==> src/rtl/int_controller.sv <==
// Prioritised, maskable interrupt controller: pending latch per line, fixed priority
// (line 0 highest), req/ack/eoi handshake to the control unit and iMem vector output.

module int_line (
  input  logic clk,
  input  logic rst,
  input  logic irqIn,
  input  logic edgeMode,
  input  logic clr,
  output logic pending
);
  logic prevIrq;

  // A fresh rising edge beats a same-cycle clear; level mode ignores clears entirely.
  always_ff @(posedge clk) begin
    if (rst) begin
      prevIrq <= 1'b0;
      pending <= 1'b0;
    end else begin
      prevIrq <= irqIn;
      if (!edgeMode)              pending <= irqIn;
      else if (irqIn && !prevIrq) pending <= 1'b1;
      else if (clr)               pending <= 1'b0;
    end
  end
endmodule

module int_controller #(
  parameter int          NUM_IRQ      = 8,
  parameter logic [15:0] VECTOR_BASE  = 16'h0008,
  parameter int          VECTOR_SHIFT = 2
) (
  input  logic               clk,
  input  logic               rst,
  input  logic [NUM_IRQ-1:0] irq_in,
  input  logic               int_enable,
  input  logic               cfg_we,
  input  logic [1:0]         cfg_addr,
  input  logic [7:0]         cfg_wdata,
  output logic [7:0]         cfg_rdata,
  output logic               irq_req,
  input  logic               irq_ack,
  input  logic               eoi,
  output logic [15:0]        vector,
  output logic [2:0]         active_id
);
  typedef enum logic [1:0] {IDLE, REQ, SERVICE} state_t;

  state_t             state;
  logic [NUM_IRQ-1:0] mask, edgeSel, inService, pending;
  logic [NUM_IRQ-1:0] candidate, selActive, ackClr, swClr;
  logic [NUM_IRQ-1:0] rdSel;
  logic [2:0]         winner;
  logic               ackTaken;

  assign candidate = pending & mask;
  assign ackTaken  = (state == REQ) && irq_ack;
  assign swClr     = (cfg_we && cfg_addr == 2'd1) ? cfg_wdata[NUM_IRQ-1:0] : '0;
  assign ackClr    = ackTaken ? selActive : '0;

  always_comb begin
    winner = '0;
    for (int i = NUM_IRQ - 1; i >= 0; i--)
      if (candidate[i]) winner = 3'(i);
  end

  always_comb begin
    selActive = '0;
    for (int i = 0; i < NUM_IRQ; i++)
      selActive[i] = (active_id == 3'(i));
  end

  genvar g;
  generate
    for (g = 0; g < NUM_IRQ; g++) begin : gLine
      int_line uLine (
        .clk     (clk),
        .rst     (rst),
        .irqIn   (irq_in[g]),
        .edgeMode(edgeSel[g]),
        .clr     (swClr[g] | ackClr[g]),
        .pending (pending[g])
      );
    end
  endgenerate

  always_ff @(posedge clk) begin
    if (rst) begin
      mask    <= '0;
      edgeSel <= '1;
    end else if (cfg_we) begin
      if (cfg_addr == 2'd0) mask    <= cfg_wdata[NUM_IRQ-1:0];
      if (cfg_addr == 2'd2) edgeSel <= cfg_wdata[NUM_IRQ-1:0];
    end
  end

  // Single handshake FSM; no nesting, so SERVICE never raises a new request.
  always_ff @(posedge clk) begin
    if (rst) begin
      state     <= IDLE;
      irq_req   <= 1'b0;
      active_id <= '0;
      vector    <= VECTOR_BASE;
      inService <= '0;
    end else begin
      case (state)
        IDLE: if (int_enable && |candidate) begin
          active_id <= winner;
          vector    <= VECTOR_BASE + (16'(winner) << VECTOR_SHIFT);
          irq_req   <= 1'b1;
          state     <= REQ;
        end
        REQ: if (irq_ack) begin
          inService <= inService | selActive;
          irq_req   <= 1'b0;
          state     <= SERVICE;
        end else if (!int_enable || !(|(candidate & selActive))) begin
          irq_req <= 1'b0;
          state   <= IDLE;
        end
        SERVICE: if (eoi) begin
          inService <= '0;
          state     <= IDLE;
        end
        default: begin
          irq_req <= 1'b0;
          state   <= IDLE;
        end
      endcase
    end
  end

  always_comb begin
    case (cfg_addr)
      2'd0:    rdSel = mask;
      2'd1:    rdSel = pending;
      2'd2:    rdSel = edgeSel;
      default: rdSel = inService;
    endcase
    cfg_rdata = 8'(rdSel);
  end
endmodule

==> config.mk <==
export PLATFORM = sky130hd
export DESIGN_NAME = int_controller
export DESIGN_NICKNAME = d
export VERILOG_FILES = /design/src/rtl/int_controller.sv
export SDC_FILE = /design/constraint.sdc
export NUM_CORES = 1
export LEC_CHECK = 0
export ABC_AREA = 1
export CORE_MARGIN = 3
export CORE_UTILIZATION = 40
export CTS_CLUSTER_DIAMETER = 150
export DETAILED_ROUTE_END_ITERATION = 8
export PLACE_DENSITY = 0.78
export SYNTH_ARGS = -nofsm -noshare
export SYNTH_HDL_FRONTEND = slang
export SYNTH_SLANG_ARGS = --single-unit
==> constraint.sdc <==
create_clock -name clk -period 4.1 [get_ports clk]
set_clock_uncertainty 0.15 [all_clocks]
set_input_delay 0.82 -clock clk [delete_from_list [all_inputs] [get_ports clk]]
set_output_delay 0.82 -clock clk [all_outputs]
set_load 0.01 [all_outputs]
### After elaboration in Yosys (flattened, before gate mapping)

Index checks and enable logic that the tools add are counted.

* bits in registers: 62
* bits of input ports: 24
* output and inout bits: 28
* word-level logic and storage cells: 140

* add/subtract/negate cells: 1
* equal/unequal tests: 23
* mux-type cells: 47
* bitwise gates (word level): 12
* reductions and logical operators: 34

Operators with widths (count)
* 2-to-1 mux 8 bit: 4
* 2-to-1 mux 1 bit: 27
* 2-to-1 mux 3 bit: 8
* inequality test 3 x 1 -> 1 bit, second input constant: 8
* one-hot mux 8 bit (3 select lines): 1
* AND 8 bit: 2
* one-hot mux 8 bit (2 select lines): 1
* OR reduction 8 bit: 2
* == test 3 bit, second input constant: 4
* logical AND 1 bit: 11
* logical NOT 1 bit: 10
* AND reduction 3 bit: 3
* 2-to-1 mux 2 bit: 4
* OR 1 bit: 8
* OR 8 bit: 1
* adder 4 x 5 -> 6 bit, first input constant: 1
* == test 3 x 2 -> 1 bit, second input constant: 2
* inequality test 2 bit, second input constant: 3
* one-hot mux 2 bit (3 select lines): 1
* AND reduction 2 bit: 3
* == test 2 x 1 -> 1 bit, second input constant: 2
* == test 2 bit, second input constant: 2
* logical NOT 2 bit: 2
* == test 3 x 1 -> 1 bit, second input constant: 1
* other kinds (6): 6

### Longest topological paths before layout

Gate-level depths: netlist of run 1.

* depth after elaboration: 10
* mapped depth: 11
* depth with buffers taken out: 10

### Cells and area by module

Synthesis of run 1 repeated with hierarchy kept, for this count alone.

* cell total of the unflattened synthesis: 372
* area total of the unflattened synthesis: 2438.6 um^2

By module, submodules not included
* int_controller: instances 1, cells each 276, area an instance 1808.0 um^2, sequential area each 660.6 um^2
* int_line: instances 8, cells each 12, area an instance 78.8 um^2, sequential area each 40.0 um^2

### Worst setup path before layout of run 1

Ideal clock, no wire load.

* path kind: input -> output
* start: input port cfg_addr[1]
* end: output port cfg_rdata[1]
* arrival time: 1.469 ns
* required time: 3.130 ns
* slack: 1.661 ns
* stages: 6
* path buffers: 0
* cells stage by stage: inv_1 > nor2_2 > inv_1 > nor2_1 > a221oi_1 > o21ai_0

* longest elaborated chain between the ends: 2
* elaborated cells on any way between the ends: 4
* those cells by class: eq/ne (2); mux (1); reduce/logical (1)

RTL lines
* start: declaration: line 38 `input logic [1:0] cfg_addr,`
* == test 2 bit (tied with other cells): line 134 `case (cfg_addr)`
* one-hot mux 8 bit (3 select lines) (*): line 134
* end: declaration: line 40 `output logic [7:0] cfg_rdata,`

Every way passes the cells marked *; elsewhere a longest branch is shown, timed or not.

### Final worst setup path of run 1

* start: input port cfg_addr[1]
* end: output port cfg_rdata[0]

Same word-level chain as after synthesis.

==> results.md, run 1 <==
- IO buf count: 39
- Fin Setup TNS: 0 ns
- Clock Path Buffers: 2
- Final setup violation count: 0
- Fin. max-slew vios: 0
- Top achievable clock speed: 273 MHz
- Rows: 27
- Final period util: 89.2%
- DIE HEIGHT: 83.1 µm
- Flop pwr share: 52.4%
- Post-DRT Antenna Nets: 0
- Starting density of the core: 42.1%
- RSZ-0062 raised after global routing: false
- Fin util: 50.8%
- Yosys cell types: 32
- Comb power frac: 16.7%
- Internal power: 731 µW
- Clk network pwr share: 30.9%
- Worst Setup Start Kind: input port
- Global-route wire length before repair: 9870 µm
- CP top delay family: buffers and inverters
- CP arrival: 2.69 ns
- Post-synthesis cell area: 2380 µm²
- Ys Warns: 0
- Worst-skew pair later-pin latency: 0.30 ns
- # clock sinks: 49
- CTS resizes: 0
- Clock transition at the registers of the reported paths: 0.09 ns
- Fillers: 563
- Layout cells sized above 1: 5.84%
- Initial antenna violation count: 0
- WP data required: 3.13 ns
- Mapped Avg Cell Area: 7.03 µm²
- Kind of critical path: input port to output port
- Post-CTS Setup Inserts: 0
- WL/cell: 13.4 µm
- TritonCTS Buffers: 5
- Register area share after synthesis: 41.3%
- Largest stage delay on the critical path: 0.59 ns
- Fin. Hold Viols: 0
- Number of vias per cell: 5.12
- Number of I/O pins: 52
- DRC viols: 0
- Core area: 5640 µm²
- Area Overhead vs Synth: 20.6%
- P_leak: 1.26 nW
- Post-synthesis register bit count: 49
- Maximum fanout along the worst path: 5
- NetSw: 282 µW
- H-tree depth: 2
- Vias in the first global route: 2003
- Vias: 2301
- Largest net degree at the start of global routing: 26
- # diodes: 0
- Tot Pwr: 1.01 mW
- Hold-fix buffers, CTS: 0
- Async SR Flop Fraction: 0%
- TritonCTS clock tree: yes
- Total grt overflow: 0
- Routability Congestion: 0.921
- MaxCap Viol Count: 0
- Top FF cell, synth: dfxtp_1
- Commonest non-fill, non-tap cells in the layout: nand2_1 (77), dfxtp_1 (49), inv_1 (42)
- Nets: 401
- CP cell instances: clkdlybuf4s50_1 -> inv_1 -> nor2_2 -> inv_1 -> nor2_1 -> a221oi_1 -> o21ai_0 -> clkdlybuf4s50_1
- HPWL after DPL: 4540 µm
- Maximum vdd drop: 0.136 mV
- Slew @ Worst Pin: 0.713 ns
- Root Buffer: clkbuf_8
- Worst hold path class: flop to flop
- Slew headroom: 52.4%
- Initial DRC count: 221
- Outcome: finished, final reports clean
- Pwr Density: 354 nW/µm²
- DIE AREA: 6900 µm²
- Total track usage: 17.5%
- Critical-path top delay cell: clkdlybuf4s50_1
- Final Critical Period: 3.66 ns
- Buf/Inv on CP: 4
- Drt pass-1 iters: 5
- Routed WL: 6010 µm
- Synth Instances: 338
- Most common cell after layout, fill and taps aside: nand2_1
- Die Wd: 83.1 µm
- Setup crit end kind: output port
- Number of synthesized flops with an enable pin: 0
- Sw Share: 27.8%
==> cell usage after synthesis (all sizes together), types with 3 or more instances <==
master | count | area (µm²)
a21oi | 20 | 104
o211ai | 4 | 30.0
nand2 | 78 | 295
a221oi | 4 | 35.0
inv | 45 | 169
nand3 | 20 | 105
dfxtp | 49 | 981
nor4 | 5 | 31.3
nand4 | 5 | 31.3
nor2 | 44 | 195
clkbuf | 3 | 11.3
nor3 | 3 | 15.0
buf | 17 | 130
a22o | 3 | 26.3
o21ai | 29 | 149
o2111ai | 3 | 26.3
==> final timing paths <==
path                                   start      endpoint  slack, ns  cells after the start
worst max-delay path             cfg_addr[1]  cfg_rdata[0]       0.44                      8
worst min-delay path               vector[4]     vector[4]       0.32                      2
worst max register to register  active_id[2]       irq_req       2.29                     10
worst min register to register     vector[4]     vector[4]       0.32                      2
==> logic make-up (layout without fill, tap and decap cells) <==
| logic type | after synthesis | after routing | share of synthesized area (%) |
|---|---|---|---|
| buffers and inverters | 66 | 94 | 13.2 |
| AOI/OAI and AO/OA | 66 | 66 | 16.5 |
| DFF | 49 | 49 | 41.3 |
| other | 1 | 12 | 0.158 |
| and+or+nand+nor | 155 | 155 | 28.3 |
| adders and majority gates | 1 | 1 | 0.527 |
==> stage by stage <==
stage	setup slack (ns)	cell area (µm²)	hold slack [ns]	std cells
final	0.442	2870	0.318	449
after floorplan	1.66	2420	0.281	349
after global placement	0.550	2760	0.303	441
after CTS	0.468	2870	0.324	449
after global routing	0.295	2870	0.338	449
after detailed placement	0.476	2760	0.304	441
==> power groups by stage <==
| stage | Clock (mW) | Combinational [mW] | Sequential, mW |
|---|---|---|---|
| floorplan | 0 | 0.109 | 0.532 |
| global placement | 0 | 0.164 | 0.541 |
| detailed placement | 0 | 0.167 | 0.541 |
| CTS | 0.315 | 0.168 | 0.531 |
| global route | 0.335 | 0.187 | 0.536 |
| finish | 0.313 | 0.169 | 0.531 |
==> worst min-delay path, cell delays in order (launching register included) <==
cell and delay, ns:
dfxtp_1 0.32, nand2_1 0.06, a21oi_1 0.05
==> sequential cells by signal, indices dropped and copies added, names as in the netlist <==
register / flops
mask: 8
gLine.uLine.pending: 8
state: 2
irq_req: 1
inService: 8
active_id: 3
vector: 3
edgeSel: 8
gLine.uLine.prevIrq: 8
==> per-layer routing <==
metal | global-route usage, % | vias to the layer above | wire length, µm
li1 | - | 1159 | -
met1 | 24.6 | 1039 | 2840
met2 | 27.2 | 96 | 2660
met3 | 4.27 | 7 | 452
met4 | 4.01 | 0 | 55
met5 | 0 | - | 0
==> layout make-up <==
class                   count  area, µm²  share of cell area (%)
clock inverters             1       5.00                   0.175
inverters                  46        173                    6.03
repair buffers             40        398                    13.9
well taps                  72       90.1                    3.14
multi-input cells         234       1120                    39.2
flip-flops and latches     49        981                    34.2
clock buffers               7       96.3                    3.36
Note: power is estimated with default switching activity, not from simulation.
==> run 2: changes to the inputs <==
--- a/config.mk
+++ b/config.mk
@@ -14,3 +14,4 @@
 export SYNTH_ARGS = -nofsm -noshare
 export SYNTH_HDL_FRONTEND = slang
 export SYNTH_SLANG_ARGS = --single-unit
+export TNS_END_PERCENT = 50
==> results of run 2 <==
The final DEF is identical to that of run 1; final timing and power are the same.
==> RTL change 1: new RTL, flow settings as in run 1 <==
Register the output `irq_req` once more, cleared by the reset; this adds one clock of latency there. The other outputs are not delayed to match.
--- a/src/rtl/int_controller.sv
+++ b/src/rtl/int_controller.sv
@@ -46,4 +46,6 @@
 );
   typedef enum logic [1:0] {IDLE, REQ, SERVICE} state_t;
+
+  logic irq_req_s0;
 
   state_t             state;
@@ -99,5 +101,5 @@
     if (rst) begin
       state     <= IDLE;
-      irq_req   <= 1'b0;
+      irq_req_s0 <= 1'b0;
       active_id <= '0;
       vector    <= VECTOR_BASE;
@@ -108,13 +110,13 @@
           active_id <= winner;
           vector    <= VECTOR_BASE + (16'(winner) << VECTOR_SHIFT);
-          irq_req   <= 1'b1;
+          irq_req_s0 <= 1'b1;
           state     <= REQ;
         end
         REQ: if (irq_ack) begin
           inService <= inService | selActive;
-          irq_req   <= 1'b0;
+          irq_req_s0 <= 1'b0;
           state     <= SERVICE;
         end else if (!int_enable || !(|(candidate & selActive))) begin
-          irq_req <= 1'b0;
+          irq_req_s0 <= 1'b0;
           state   <= IDLE;
         end
@@ -124,5 +126,5 @@
         end
         default: begin
-          irq_req <= 1'b0;
+          irq_req_s0 <= 1'b0;
           state   <= IDLE;
         end
@@ -140,4 +142,12 @@
     cfg_rdata = 8'(rdSel);
   end
+  always_ff @(posedge clk) begin
+    if (rst) begin
+      irq_req <= '0;
+    end else begin
+      irq_req <= irq_req_s0;
+    end
+  end
+
 endmodule
 
Behaviour: not the same (a bounded check fails within 4 cycles, from zero or initial values and one cycle with rst high).
==> RTL change 1 against run 1 <==
- sequential power increased by 0.9%
- hold slack got worse by 43 ps
- routed wire length shrank 3.4%
- setup slack lost 48 ps
- synthesized area up 3.8%
- sequential cell count is 1 higher
- critical endpoint is now cfg_rdata[3]
- power shrank 1.8%
- final area grew 2.4%
- register-to-register slack improved by 210 ps
- highest routed layer unchanged
- clock power down 11%
==> RTL change 1: results (changes against run 1) <==
Power and ir drop
  • Share of power burned in registers: 53.9% (was 52.4%)
  • Maximum resistive drop on vdd: 0.000139 V (was 0.000136 V)
  • Clk pwr: 280 uW (was 313 uW)
  • Fraction of power consumed by the clock network: 28.2% (was 30.9%)

Critical path
  • CP Max Fanout: 10 (was 5)
  • Delay contributed by the slowest stage of the critical path: 740 ps (was 590 ps)
  • Arr. time, crit path: 2740 ps (was 2690 ps)
  • Flop-to-flop setup slack: 2500 ps (was 2290 ps)
  • Endpoint of the worst register-to-register path: irq_req_s0$_SDFFE_PP0P_ (was irq_req$_SDFFE_PP0P_)

Final layout
  • Post-layout instance count excluding filler cells: 468 (was 449)
  • Number of fill cells: 582 (was 563)
  • Clock-cell share: 2.94% (was 3.54%)
  • Register area: 0.00100 mm2 (was 981 um2)
  • NumNets Final: 420 (was 401)
  • Proportion of layout cells with a drive suffix above 1: 6.06% (was 5.84%)
  • Multi-input gate share of total cell area: 40.3% (was 39.2%)
  • Layout clock buffers: 6 (was 7)

Routing
  • DRT iter0 DRCs: 166 (was 221)
  • Routed wire length per instance: 12.4 um (was 13.4 um)
  • Via-to-Cell Ratio: 4.91 (was 5.12)

Synth
  • Unique masters post-synth: 30 (was 32)
  • Commonest cells post-synth: sky130_fd_sc_hd__nand2_1 (93), sky130_fd_sc_hd__dfxtp_1 (50), sky130_fd_sc_hd__inv_1 (42) (was sky130_fd_sc_hd__nand2_1 (77), sky130_fd_sc_hd__dfxtp_1 (49), sky130_fd_sc_hd__inv_1 (42))
  • Avg Inst Size Synth: 6.89 um2 (was 7.03 um2)
  • Adder-Cell Fraction of Synth Area: 0.507% (was 0.527%)
  • Share of the yosys chip area belonging to registers: 40.6% (was 41.3%)

Placement
  • Post-DP HPWL: 4.51 mm (was 4.54 mm)
  • Final GP Congestion: 0.942 (was 0.921)
  • Post-Place Cell Area: 0.00285 mm2 (was 0.00276 mm2)

Worst hold path
  • Critical hold path startpoint: irq_req_s0$_SDFFE_PP0P_ (was vector[4]$_SDFFE_PP0P_)
  • Worst min-delay path endpoint: irq_req$_SDFF_PP0_ (was vector[4]$_SDFFE_PP0P_)

STA
  • Actual slew at the worst max-slew pin: 691 ps (was 713 ps)
  • Highest clock rate: 0.270 GHz (was 0.273 GHz)

Clock tree
  • # clock sinks: 50 (was 49)

Global route
  • Met3 Usage GRT: 3.73% (was 4.27%)
  • Pin count of the biggest net entering global routing: 23 (was 26)
  • Global-route wire length before repair: 9.96 mm (was 9.87 mm)
  • M1 GR Usage: 22.3% (was 24.6%)
  • Vias in the first global route: 2142 (was 2003)

Run status
  • Run status: complete, no violations (unchanged)

Floorplanning
  • X dimension of the die: 84.5 um (was 83.1 um)
==> RTL change 1: changes by cell type after synthesis, moves of 3 or more <==
cell | run 1 | this run
sky130_fd_sc_hd__o21ai_0 | 27 | 30
sky130_fd_sc_hd__a21oi_1 | 19 | 23
sky130_fd_sc_hd__nand2_1 | 77 | 93
sky130_fd_sc_hd__nor3_1 | 3 | 6
sky130_fd_sc_hd__o2111ai_1 | 3 | 0
sky130_fd_sc_hd__a22o_1 | 3 | 0
sky130_fd_sc_hd__nor4_1 | 5 | 0
==> RTL change 1: per-layer routing <==
| layer | up-vias | part of all wire, % |
|---|---|---|
| met4 | 0 | 1.7 |
| met3 | 9 | 6.6 |
| met2 | 70 | 46 |
| met5 | - | 0 |
| met1 | 1021 | 46 |
| li1 | 1196 | - |
==> RTL change 1: cells by family after synthesis <==
logic type               Yosys count
AO/OA/AOI/OAI                     67
buffers and inverters             67
other                              1
flip-flops                        50
AND/OR/NAND/NOR                  172
adder cells (fa/ha/maj)            1
==> RTL change 2: new RTL, config.mk and constraints of run 1 <==
Without the edit above. The 3 states of `state_t` get a one-hot encoding in 3 bits.
--- a/src/rtl/int_controller.sv
+++ b/src/rtl/int_controller.sv
@@ -45,5 +45,5 @@
   output logic [2:0]         active_id
 );
-  typedef enum logic [1:0] {IDLE, REQ, SERVICE} state_t;
+  typedef enum logic [2:0] {IDLE = 3'b001, REQ = 3'b010, SERVICE = 3'b100} state_t;
 
   state_t             state;
Check against the original RTL: no difference found for any inputs over 4 cycles, from zero or initial values and one cycle with rst high; so few cycles prove little.
==> RTL change 2 against run 1 <==
- routed wire length up 3.9%
- final area up 2.9%
- setup slack worse by 45 ps
- synthesized area up 3.6%
- power rose by 0.34%
- combinational power grew 12%
- register-to-register slack got worse by 120 ps
- sequential cell count grew 1
- count of clock-buffer cells in the layout shrank 1
- critical path type unchanged
==> RTL change 2: results (changes against run 1) <==
Final layout
  • NumNets Final: 417 (was 401)
  • Number of fill cells: 588 (was 563)
  • Number of combinational gates with multiple inputs: 239 (was 234)
  • Register area: 0.00100 mm2 (was 981 um2)
  • Clock-cell share: 2.93% (was 3.54%)
  • Non-clock buffer share of cell area: 14.0% (was 13.9%)
  • Layout clock buffers: 6 (was 7)
  • Number of ordinary and repair buffers in the finished layout: 42 (was 40)

Placement
  • Post-DP HPWL: 4.67 mm (was 4.54 mm)
  • Worst setup slack before clock tree synthesis: 417 ps (was 476 ps)
  • Final GP Congestion: 0.915 (was 0.921)
  • Number of cells in the design after placement: 457 (was 441)

Global route
  • Met3 Usage GRT: 4.91% (was 4.27%)
  • Fraction of met2 tracks used by global routing: 27.8% (was 27.2%)
  • Global-route wire length before repair: 10.2 mm (was 9.87 mm)
  • Pin count of the biggest net entering global routing: 22 (was 26)
  • Vias in the first global route: 2165 (was 2003)
  • M1 GR Usage: 23.9% (was 24.6%)
  • Total routing usage reported by global routing: 17.7% (was 17.5%)

Routing
  • DRT iter0 DRCs: 197 (was 221)
  • Via-to-Cell Ratio: 5.06 (was 5.12)
  • M1 WL: 2.83 mm (was 2.84 mm)
  • Detailed-routed wire length on met3: 547 um (was 452 um)

Critical path
  • Arr. time, crit path: 2730 ps (was 2690 ps)
  • Flop-to-flop setup slack: 2170 ps (was 2290 ps)

Synth
  • Cell types with the largest area share after synthesis: sky130_fd_sc_hd__dfxtp_1 (41%), sky130_fd_sc_hd__nand2_1 (12%), sky130_fd_sc_hd__inv_1 (8.2%) (was sky130_fd_sc_hd__dfxtp_1 (41%), sky130_fd_sc_hd__nand2_1 (12%), sky130_fd_sc_hd__inv_1 (6.6%))
  • Commonest cells post-synth: sky130_fd_sc_hd__nand2_1 (76), sky130_fd_sc_hd__inv_1 (54), sky130_fd_sc_hd__dfxtp_1 (50) (was sky130_fd_sc_hd__nand2_1 (77), sky130_fd_sc_hd__dfxtp_1 (49), sky130_fd_sc_hd__inv_1 (42))
  • Share of the yosys chip area belonging to registers: 40.7% (was 41.3%)
  • Unique masters post-synth: 27 (was 32)
  • Avg Inst Size Synth: 6.95 um2 (was 7.03 um2)

Power and ir drop
  • Static leakage: 0.00134 uW (was 0.00126 uW)
  • Relative contribution of combinational cells to total power: 18.6% (was 16.7%)
  • Fraction of power consumed by the clock network: 28.2% (was 30.9%)

Worst hold path
  • Worst min-delay path endpoint: vector[3]$_SDFFE_PP1P_ (was vector[4]$_SDFFE_PP0P_)

STA
  • Slew margin rel.: 56.8% (was 52.4%)

Run status
  • Run status: complete, no violations (unchanged)
[RTL change 2: changes by cell type in the layout (fill, tap and decap cells not counted), sizes merged, moves of 5 or more]
cell / delta
o21ai: -6
nor4: -5
inv: +9
o211ai: +9
nor2: +6
o31ai: +5
[RTL change 2: worst max path at each step]
stage	end	cells after the start
4_1_cts	cfg_rdata[6]	8
3_3_place_gp	cfg_rdata[3]	8
5_1_grt	cfg_rdata[6]	8
6_report	cfg_rdata[6]	8
3_5_place_dp	cfg_rdata[6]	8
2_1_floorplan	cfg_rdata[3]	6
[RTL change 2: critical path, delay by kind of cell]
kind / cells / cell delay [ps]
AND/OR/NAND/NOR: 2 / 340
AO/OA/AOI/OAI: 2 / 180
buffers and inverters: 4 / 1390
[RTL change 2: metrics by stage]
| stage | hold WS (ps) | instance area [um2] |
|---|---|---|
| after global placement | 292 | 2860 |
| after detailed placement | 291 | 2860 |
| final | 302 | 2950 |
| after global routing | 339 | 2950 |
| after CTS | 305 | 2950 |
| after floorplan | 281 | 2500 |
